==> config.mk <==
export PLATFORM = sky130hd
export DESIGN_NAME = fsm_pattern_detector_param_flat
export DESIGN_NICKNAME = d
export VERILOG_FILES = /design/src/rtl/fsm_pattern_pkg.sv /design/src/rtl/fsm_pattern_detector_param_if.sv /design/src/rtl/fsm_pattern_detector_param_cmp.sv /design/src/rtl/fsm_pattern_detector_param.sv /design/src/flat_wrapper.sv
export SDC_FILE = /design/constraint.sdc
export NUM_CORES = 1
export LEC_CHECK = 0
export CAP_MARGIN = 20
export CORE_MARGIN = 10
export CORE_UTILIZATION = 45
export DETAILED_ROUTE_END_ITERATION = 16
export PLACE_DENSITY = 0.7
export SYNTH_ARGS = -nofsm -noshare
export SYNTH_HDL_FRONTEND = slang
export SYNTH_HIERARCHICAL = 1
export SYNTH_SLANG_ARGS = --single-unit
export TNS_END_PERCENT = 50
==> constraint.sdc <==
create_clock -name clk -period 2.85 [get_ports clk]
set_input_delay 0.57 -clock clk [delete_from_list [all_inputs] [get_ports clk]]
set_output_delay 0.57 -clock clk [all_outputs]
set_load 0.005 [all_outputs]
==> src/rtl/fsm_pattern_pkg.sv <==
// Shared constants and helpers for the parametrised serial pattern detector.
// The detector's reset configuration defaults to the legacy three-ones detector.
package fsm_pattern_pkg;

   localparam int unsigned DEF_LEN     = 32'd3;
   localparam logic [31:0] DEF_PATTERN = 32'b111;
   localparam logic        DEF_OVERLAP = 1'b1;

   function automatic int unsigned len_width(input int unsigned max_len);
      return $clog2(max_len + 32'd1);
   endfunction

   // A zero length degenerates to a single-bit compare; oversize lengths are capped.
   function automatic int unsigned clamp_len(input int unsigned len, input int unsigned max_len);
      if (len == 32'd0) begin
         return 32'd1;
      end else if (len > max_len) begin
         return max_len;
      end else begin
         return len;
      end
   endfunction

endpackage

==> src/rtl/fsm_pattern_detector_param_if.sv <==
// Configuration, serial-stream and result signals of the pattern detector.
// The cfg_mask signal exists only when PATTERN_MASK_EN is defined.
interface fsm_pattern_detector_param_if #(
   parameter int MAX_LEN = 8,
   parameter int CNT_W   = 16,
   parameter int LEN_W   = fsm_pattern_pkg::len_width(MAX_LEN)
);
   logic               cfg_we;
   logic [MAX_LEN-1:0] cfg_pattern;
   logic [LEN_W-1:0]   cfg_len;
   logic               cfg_overlap;
`ifdef PATTERN_MASK_EN
   logic [MAX_LEN-1:0] cfg_mask;
`endif
   logic               in_valid;
   logic               in_i;
   logic               detect;
   logic               detect_q;
   logic [CNT_W-1:0]   match_count;

   modport master (
      output cfg_we, cfg_pattern, cfg_len, cfg_overlap,
`ifdef PATTERN_MASK_EN
      output cfg_mask,
`endif
      output in_valid, in_i,
      input  detect, detect_q, match_count
   );

   modport slave (
      input  cfg_we, cfg_pattern, cfg_len, cfg_overlap,
`ifdef PATTERN_MASK_EN
      input  cfg_mask,
`endif
      input  in_valid, in_i,
      output detect, detect_q, match_count
   );
endinterface

==> src/rtl/fsm_pattern_detector_param_cmp.sv <==
// Combinational compare of the low len bits of a window against a pattern.
// Bits with mask=0 never cause a mismatch.
module pattern_window_cmp #(
   parameter int MAX_LEN = 8,
   parameter int LEN_W   = 4
) (
   input  logic [MAX_LEN-1:0] window_i,
   input  logic [MAX_LEN-1:0] pattern_i,
   input  logic [MAX_LEN-1:0] mask_i,
   input  logic [LEN_W-1:0]   len_i,
   output logic               match_o
);
   logic [MAX_LEN-1:0] miss_s;

   // Per-bit mismatch, restricted to the active length and mask.
   always_comb begin
      miss_s = {MAX_LEN{1'b0}};
      for (int i = 0; i < MAX_LEN; i++) begin
         miss_s[i] = (LEN_W'(i) < len_i) & mask_i[i] & (window_i[i] ^ pattern_i[i]);
      end
   end

   assign match_o = ~(|miss_s);
endmodule

==> src/rtl/fsm_pattern_detector_param.sv <==
// Runtime-configurable serial pattern detector with Mealy detect, registered copy
// and saturating match counter. Define PATTERN_MASK_EN for don't-care mask bits.
module fsm_pattern_detector_param
   import fsm_pattern_pkg::*;
#(
   parameter int                      MAX_LEN     = 8,
   parameter int unsigned             RST_LEN     = DEF_LEN,
   parameter logic [MAX_LEN-1:0]      RST_PATTERN = MAX_LEN'(DEF_PATTERN),
   parameter logic                    RST_OVERLAP = DEF_OVERLAP,
   parameter int                      CNT_W       = 16
) (
   input  logic                          clk,
   input  logic                          rst,
   fsm_pattern_detector_param_if.slave   bus
);
   localparam int LEN_W = len_width(MAX_LEN);
   localparam logic [LEN_W-1:0] RST_LEN_C = LEN_W'(clamp_len(RST_LEN, MAX_LEN));
   localparam logic [LEN_W-1:0] FILL_MAX  = LEN_W'(MAX_LEN - 1);

   logic [MAX_LEN-1:0] pattern_q, pattern_d;
   logic [LEN_W-1:0]   len_q, len_d;
   logic               overlap_q, overlap_d;
   logic [MAX_LEN-2:0] hist_q, hist_d;
   logic [LEN_W-1:0]   fill_q, fill_d;
   logic [CNT_W-1:0]   cnt_q, cnt_d;
   logic               detect_dly_q;
   logic [MAX_LEN-1:0] mask_s;
   logic [MAX_LEN-1:0] window_s;
   logic [LEN_W-1:0]   cfg_len_clamped_s;
   logic               cmp_match_s;
   logic               fill_ok_s;
   logic               detect_s;

`ifdef PATTERN_MASK_EN
   logic [MAX_LEN-1:0] mask_q, mask_d;
   assign mask_s = mask_q;
`else
   assign mask_s = {MAX_LEN{1'b1}};
`endif

   assign window_s          = {hist_q, bus.in_i};
   assign cfg_len_clamped_s = LEN_W'(clamp_len(32'(bus.cfg_len), MAX_LEN));
   // Enough bits seen once fill >= len-1; the live input supplies the last bit.
   assign fill_ok_s = ({1'b0, fill_q} + {{LEN_W{1'b0}}, 1'b1}) >= {1'b0, len_q};

   pattern_window_cmp #(.MAX_LEN(MAX_LEN), .LEN_W(LEN_W)) u_cmp (
      .window_i  (window_s),
      .pattern_i (pattern_q),
      .mask_i    (mask_s),
      .len_i     (len_q),
      .match_o   (cmp_match_s)
   );

   assign detect_s = bus.in_valid & ~bus.cfg_we & cmp_match_s & fill_ok_s;

   // Next-state: configuration load, history shift, fill tracking, match counter.
   always_comb begin
      pattern_d = pattern_q;
      len_d     = len_q;
      overlap_d = overlap_q;
      hist_d    = hist_q;
      fill_d    = fill_q;
`ifdef PATTERN_MASK_EN
      mask_d    = mask_q;
`endif
      if (bus.cfg_we) begin
         pattern_d = bus.cfg_pattern;
         len_d     = cfg_len_clamped_s;
         overlap_d = bus.cfg_overlap;
`ifdef PATTERN_MASK_EN
         mask_d    = bus.cfg_mask;
`endif
         hist_d    = {(MAX_LEN-1){1'b0}};
         fill_d    = {LEN_W{1'b0}};
      end else if (bus.in_valid) begin
         hist_d = window_s[MAX_LEN-2:0];
         // Non-overlapping mode restarts the search from scratch after a match.
         if (detect_s && !overlap_q) begin
            fill_d = {LEN_W{1'b0}};
         end else if (fill_q != FILL_MAX) begin
            fill_d = fill_q + LEN_W'(1);
         end else begin
            fill_d = fill_q;
         end
      end else begin
         hist_d = hist_q;
         fill_d = fill_q;
      end

      if (detect_s && (cnt_q != {CNT_W{1'b1}})) begin
         cnt_d = cnt_q + {{(CNT_W-1){1'b0}}, 1'b1};
      end else begin
         cnt_d = cnt_q;
      end
   end

   // State register with synchronous reset to the legacy configuration.
   always_ff @(posedge clk) begin
      if (rst) begin
         pattern_q    <= RST_PATTERN;
         len_q        <= RST_LEN_C;
         overlap_q    <= RST_OVERLAP;
         hist_q       <= {(MAX_LEN-1){1'b0}};
         fill_q       <= {LEN_W{1'b0}};
         cnt_q        <= {CNT_W{1'b0}};
         detect_dly_q <= 1'b0;
`ifdef PATTERN_MASK_EN
         mask_q       <= {MAX_LEN{1'b1}};
`endif
      end else begin
         pattern_q    <= pattern_d;
         len_q        <= len_d;
         overlap_q    <= overlap_d;
         hist_q       <= hist_d;
         fill_q       <= fill_d;
         cnt_q        <= cnt_d;
         detect_dly_q <= detect_s;
`ifdef PATTERN_MASK_EN
         mask_q       <= mask_d;
`endif
      end
   end

   assign bus.detect      = detect_s;
   assign bus.detect_q    = detect_dly_q;
   assign bus.match_count = cnt_q;
endmodule
==> src/flat_wrapper.sv <==
// flat-port wrapper written by rule: the top's interface ports become plain ports
module fsm_pattern_detector_param_flat import fsm_pattern_pkg::*;
#(
   parameter int                      MAX_LEN     = 8,
   parameter int unsigned             RST_LEN     = DEF_LEN,
   parameter logic [MAX_LEN-1:0]      RST_PATTERN = MAX_LEN'(DEF_PATTERN),
   parameter logic                    RST_OVERLAP = DEF_OVERLAP,
   parameter int                      CNT_W       = 16
)
  (clk, rst, bus_cfg_we, bus_cfg_pattern, bus_cfg_len, bus_cfg_overlap, bus_in_valid, bus_in_i, bus_detect, bus_detect_q, bus_match_count);
  fsm_pattern_detector_param_if #(.MAX_LEN(MAX_LEN), .CNT_W(CNT_W)) bus_i ();
  input  logic clk;
  input  logic rst;
  input wire logic [$bits(bus_i.cfg_we)-1:0] bus_cfg_we;
  input wire logic [$bits(bus_i.cfg_pattern)-1:0] bus_cfg_pattern;
  input wire logic [$bits(bus_i.cfg_len)-1:0] bus_cfg_len;
  input wire logic [$bits(bus_i.cfg_overlap)-1:0] bus_cfg_overlap;
  input wire logic [$bits(bus_i.in_valid)-1:0] bus_in_valid;
  input wire logic [$bits(bus_i.in_i)-1:0] bus_in_i;
  output wire logic [$bits(bus_i.detect)-1:0] bus_detect;
  output wire logic [$bits(bus_i.detect_q)-1:0] bus_detect_q;
  output wire logic [$bits(bus_i.match_count)-1:0] bus_match_count;
  assign bus_i.cfg_we = bus_cfg_we;
  assign bus_i.cfg_pattern = bus_cfg_pattern;
  assign bus_i.cfg_len = bus_cfg_len;
  assign bus_i.cfg_overlap = bus_cfg_overlap;
  assign bus_i.in_valid = bus_in_valid;
  assign bus_i.in_i = bus_in_i;
  assign bus_detect = bus_i.detect;
  assign bus_detect_q = bus_i.detect_q;
  assign bus_match_count = bus_i.match_count;
  fsm_pattern_detector_param #(.MAX_LEN(MAX_LEN), .RST_LEN(RST_LEN), .RST_PATTERN(RST_PATTERN), .RST_OVERLAP(RST_OVERLAP), .CNT_W(CNT_W)) u_core (.clk(clk), .rst(rst), .bus(bus_i));
endmodule
Word-level counts from Yosys, hierarchy flattened --
Index checks and enable logic that the tools add are counted.
Word-level totals: register bits after elaboration 41, input bits 18, output and inout port bits 18, logic and storage cells 55
Cells by class: add/sub/neg operators 3, order comparisons 10, equal/unequal tests 2, muxes and demuxes 4, bitwise gates (word level) 21, reductions and logical operators 8
Operators with widths (number):
- 16-bit by 1-bit adder with 16-bit output, second input constant | 1
- 3-bit by 4-bit < comparator with 1-bit output, first input constant | 4
- 4-bit 2-to-1 mux | 4
- 16-bit != test, second input constant | 1
- 1-bit bitwise AND | 11
- 1-bit by 4-bit < comparator with 1-bit output, first input constant | 2
- 2-bit by 4-bit < comparator with 1-bit output, first input constant | 2
- 8-bit OR reduction | 1
- 1-bit bitwise XOR | 8
- 4-bit by 1-bit adder with 5-bit output, second input constant | 1
- 5-bit by 4-bit >= comparator with 1-bit output | 1
- 4-bit by 1-bit adder with 4-bit output, second input constant | 1
- 4-bit greater-than comparator, second input constant | 1
- 4-bit zero test | 1
- 4-bit by 3-bit != test with 1-bit output, second input constant | 1
- 1-bit logical AND | 2
- 1-bit inverter | 2
- 2-bit AND reduction | 1
- 2-bit nonzero test | 1
- 2-bit OR reduction | 1
- 1-bit zero test | 1

Longest topological paths before layout --
depth after elaboration 9, depth in mapped cells 10, mapped depth without buffers 9

By module --
Netlist, hierarchy kept.
Modules (own cells, without submodules):
- fsm_pattern_detector_param | instances 1, cells each 223, area each 1999.4 um2, sequential area each 820.8 um2
- pattern_window_cmp | instances 1, cells each 25, area each 183.9 um2, sequential area each 0.0 um2

Worst setup path after synthesis --
No wires, ideal clock.
kind in2reg, start input port bus_in_i, end register u_core.cnt_q[10], in the netlist u_core/bus.match_count[10], setup time 0.121 ns, data arrival time 2.207 ns, data required time 2.729 ns, slack 0.522 ns, cell stages on the path 9, path buffers 1, cells stage by stage xor2_1 -> a311oi_1 -> nor2_1 -> nor3_1 -> and3_1 -> o21ai_1 -> buf_6 -> nor3_1 -> mux2_2
On the way: longest elaborated chain between the ends 7
Ends and longest elaborated chain:
- from (decl) | RTL line flat_wrapper.sv:19 | input wire logic [$bits(bus_i.in_i)-1:0] bus_in_i;
- 1-bit bitwise XOR | RTL line fsm_pattern_detector_param_cmp.sv:19 | miss_s[i] = (LEN_W'(i) < len_i) & mask_i[i] & (window_i[i] ^ pattern_i[i]);
- 1-bit bitwise AND | RTL line fsm_pattern_detector_param_cmp.sv:19
- 8-bit OR reduction | RTL line fsm_pattern_detector_param_cmp.sv:23 | assign match_o = ~(|miss_s);
- 1-bit inverter | RTL line fsm_pattern_detector_param_cmp.sv:23
- via u_core.cmp_match_s | RTL line fsm_pattern_detector_param.sv:30 | logic cmp_match_s;
- 1-bit bitwise AND (2 in series) | RTL line fsm_pattern_detector_param.sv:54 | assign detect_s = bus.in_valid & ~bus.cfg_we & cmp_match_s & fill_ok_s;
- 1-bit logical AND | RTL line fsm_pattern_detector_param.sv:90 | if (detect_s && (cnt_q != {CNT_W{1'b1}})) begin
- to (signal assigned) | RTL line fsm_pattern_detector_param.sv:105 | cnt_q <= {CNT_W{1'b0}};
- to (signal assigned) | RTL line fsm_pattern_detector_param.sv:116 | cnt_q <= cnt_d;
- to (decl) | RTL line fsm_pattern_detector_param.sv:25 | logic [CNT_W-1:0] cnt_q, cnt_d;
The timed path passes the listed nets, and every way through them passes these cells. A chain may end at the register's enable or synchronous reset.

Final worst setup path --
start input port bus_in_i, end output port bus_detect
On the way: longest elaborated chain between the ends 6
Ends and longest elaborated chain:
- 1-bit bitwise XOR | RTL line fsm_pattern_detector_param_cmp.sv:19
- 1-bit bitwise AND | RTL line fsm_pattern_detector_param_cmp.sv:19
- 8-bit OR reduction | RTL line fsm_pattern_detector_param_cmp.sv:23
- 1-bit inverter | RTL line fsm_pattern_detector_param_cmp.sv:23
- via u_core.cmp_match_s | RTL line fsm_pattern_detector_param.sv:30
- 1-bit bitwise AND (2 in series) | RTL line fsm_pattern_detector_param.sv:54
- to (decl) | RTL line flat_wrapper.sv:20 | output wire logic [$bits(bus_i.detect)-1:0] bus_detect;
The timed path passes the listed nets, and every way through them passes these cells.

==> metrics.yaml <==
fp.dieH_um: 89.7
num_io_pins: 36
yosys_warnings: 6
cts_hold_buf: 0
drc: 0
grt_usage: 0.127
cts.path.max_buffers: 2
min_path_type: "register to register"
seq_area_sq_um: 821
routed_via_density: 5.22
crit_path_max_incr_delay_ns: 0.43
seq_area_frac_synth: 0.376
cp_slowest_cell: "clkdlybuf4s50_1"
diodes: 0
fp.dieW_um: 89.7
rows: 25
syn_inst: 248
cts.sinks: 41
gp_congestion: 0.782
slew_viol_final: 0
cp_cell_sequence: "clkdlybuf4s50_1 -> xor2_1 -> a311oi_1 -> nor2_1 -> nor3_2 -> and3_1 -> o21ai_1 -> inv_1 -> clkbuf_2"
core_area_sq_um: 4720
grt_pass1_vias: 1855
crit_type: "input pin to output pin"
status: "complete, no violations"
multiInputGateArea_sq_um: 1310
skew_ns: 0.00680
vdd_drop_max_mv: 0.378
initial_core_util: 0.462
drt_first_pass_iters: 4
wl_per_cell_um: 13.0
hold_slack_ns: 0.525
pwr_density_cell_nw_per_um2: 436
drv_cap: 0
areaGrowthSynthToFinish_pct: 27.1
max_freq_ghz: 0.372
cts_max_level: 2
ys_types: 50
ys.flop_type: "dfxtp_1"
worst_setup_path_start_kind: "input pin"
synthArstFlopShare: 0
drive_above_1_share: 0.120
path_max_fanout: 2
cp.required_ns: 2.28
setup_viol: 0
crit_family: "buffers and inverters"
p_leak_nw: 1.09
root_buffer: "clkbuf_8"
cts_setup_buffers: 0
fill_cells: 426
clk_latency_ns: 0.28
dieArea_sq_um: 8040
cts_buffers: 5
cts_tree: "done"
worst_ep_arrival_time_ns: 2.12
hold_viol_final: 0
avgSynthCellArea_sq_um: 8.80
clk_pin_slew_ns: 0.07
antenna_found_initial: 0
total_power_w: 0.00121
grt_max_degree: 36
cp-end-kind: "output pin"
grt_overflow: 0
vias: 1910
nNetsFinal: 322
ys_seq_elements: 41
grt_pass1_wl_um: 8290
placed_area_sq_um: 2660
rsz0062_at_grt: "false"
dp_hpwl_um: 3580
port_buffers: 35
cp_num_buf_inv: 3
setup_tns_ns: 0
final_area_sq_um: 2780
syn-cell-area_sq_um: 2180
period_needed_ns: 2.69
drtIter0Drc: 154
ant_nets: 0
wl_um: 4770
synth-edff-count: 0
period_share: 0.944
[per-stage QoR]
step                worst slack [ns]   util  instances
finish                         0.159  0.588        366
global placement              -0.348  0.563        358
global route                 0.00875  0.588        366
CTS                           0.0255  0.589        366
floorplan                      0.522      -        257
detailed placement            -0.367  0.563        358
[layout make-up]
cell class,instances,area share
repair buffers,45,0.151
inverters,6,0.00812
clock buffers,7,0.0311
multi-input cells,199,0.472
clock inverters,1,0.0108
well taps,67,0.0302
flip-flops and latches,41,0.296
[Yosys cell counts, types with 2 or more instances]
library cell	instances	area, sq um
o21ai_0	13	65.1
xor2_1	9	78.8
a211oi_1	3	22.5
a41oi_1	2	17.5
a32oi_1	3	26.3
clkbuf_1	4	15.0
mux2_2	2	22.5
inv_1	6	22.5
buf_2	2	10.0
nand3_1	10	50.1
o211ai_1	3	22.5
dfxtp_1	41	821
and3_1	3	18.8
a21oi_1	16	80.1
buf_1	3	11.3
or3_2	2	15.0
a311oi_1	2	17.5
a211oi_2	2	25.0
nor2b_1	9	56.3
nor2_1	31	116
mux2i_1	14	140
ha_1	6	75.1
a211o_1	4	35.0
o31ai_1	3	22.5
or3_1	4	25.0
nor3_1	9	45.0
o2111ai_1	2	17.5
nand2_1	9	33.8
or4_1	4	30.0
nand3b_1	3	22.5
o21ai_1	2	10.0
or2_2	4	25.0
[cell usage in the layout (no fill, tap or decap), types with 3 or more instances in the layout]
cell type	synthesis	final
nor3_1	9	8
a211o_1	4	4
a211oi_1	3	3
a21oi_1	16	16
o31ai_1	3	3
nor2_1	31	31
nor2b_1	9	9
nand3b_1	3	3
clkdlybuf4s50_1	0	34
conb_1	1	10
or3_1	4	4
xor2_1	9	9
or4_1	4	4
ha_1	6	6
nand2_1	9	9
mux2i_1	14	14
inv_1	6	6
dfxtp_1	41	41
o21ai_0	13	13
clkbuf_8	0	6
or2_2	4	4
nand3_1	10	10
buf_4	0	10
a32oi_1	3	3
o211ai_1	3	3
and3_1	3	3
[path summary, 6_finish.rpt]
path,start,end,slack (ns),cells past startpoint
worst max-delay path,bus_in_i,bus_detect,0.16,9
worst min register to register,u_core/pattern_q[7]$_SDFFE_PP0P_,u_core/pattern_q[7]$_SDFFE_PP0P_,0.53,2
worst min-delay path,u_core/pattern_q[7]$_SDFFE_PP0P_,u_core/pattern_q[7]$_SDFFE_PP0P_,0.53,2
worst max register to register,u_core/len_q[3]$_SDFFE_PP0P_,u_core/bus.match_count[4]$_SDFFE_PP0P_,0.31,10
[power breakdown]
group | internal, W | switching [W]
Sequential | 0.000587 | 0.0000137
Clock | 0.000286 | 0.000191
Combinational | 0.0000686 | 0.0000635
Total | 0.000941 | 0.000268
[tightest hold or removal path, cell delays in order (launching register included)]
cell	delay, ns
dfxtp_1	0.35
mux2i_1	0.07
nor2_1	0.07
[repair_timing]
item,in CTS,in global routing
setup endpoints to repair,1,1
gates resized for setup,3,1
pin swaps,2,3
[routing by layer]
layer  share of wire  vias to the layer above  track usage
li1                -                     1000            -
met1            0.46                      874        0.150
met2            0.47                       34        0.216
met3           0.063                        2       0.0397
met4          0.0040                        0       0.0361
met5               0                        -            0
[sequential cells by signal, summed over array words and instances, names as in the netlist]
signal,flops
u_core/pattern_q,8
u_core/bus.detect_q,1
u_core/overlap_q,1
u_core/hist_q,7
u_core/fill_q,4
u_core/bus.match_count,16
u_core/len_q,4
[kinds of logic (layout without fill, tap and decap cells)]
kind of cell / after synthesis / count (layout) / share of synthesized area
compound gates: 57 / 57 / 0.173
xor+xnor: 10 / 10 / 0.0401
fa+ha+maj: 6 / 6 / 0.0344
buf+inv: 17 / 59 / 0.0413
flops: 41 / 41 / 0.376
mux: 17 / 17 / 0.0797
other cells: 1 / 10 / 0.00172
simple gates: 99 / 99 / 0.254
(Power assumes the default switching activity.)
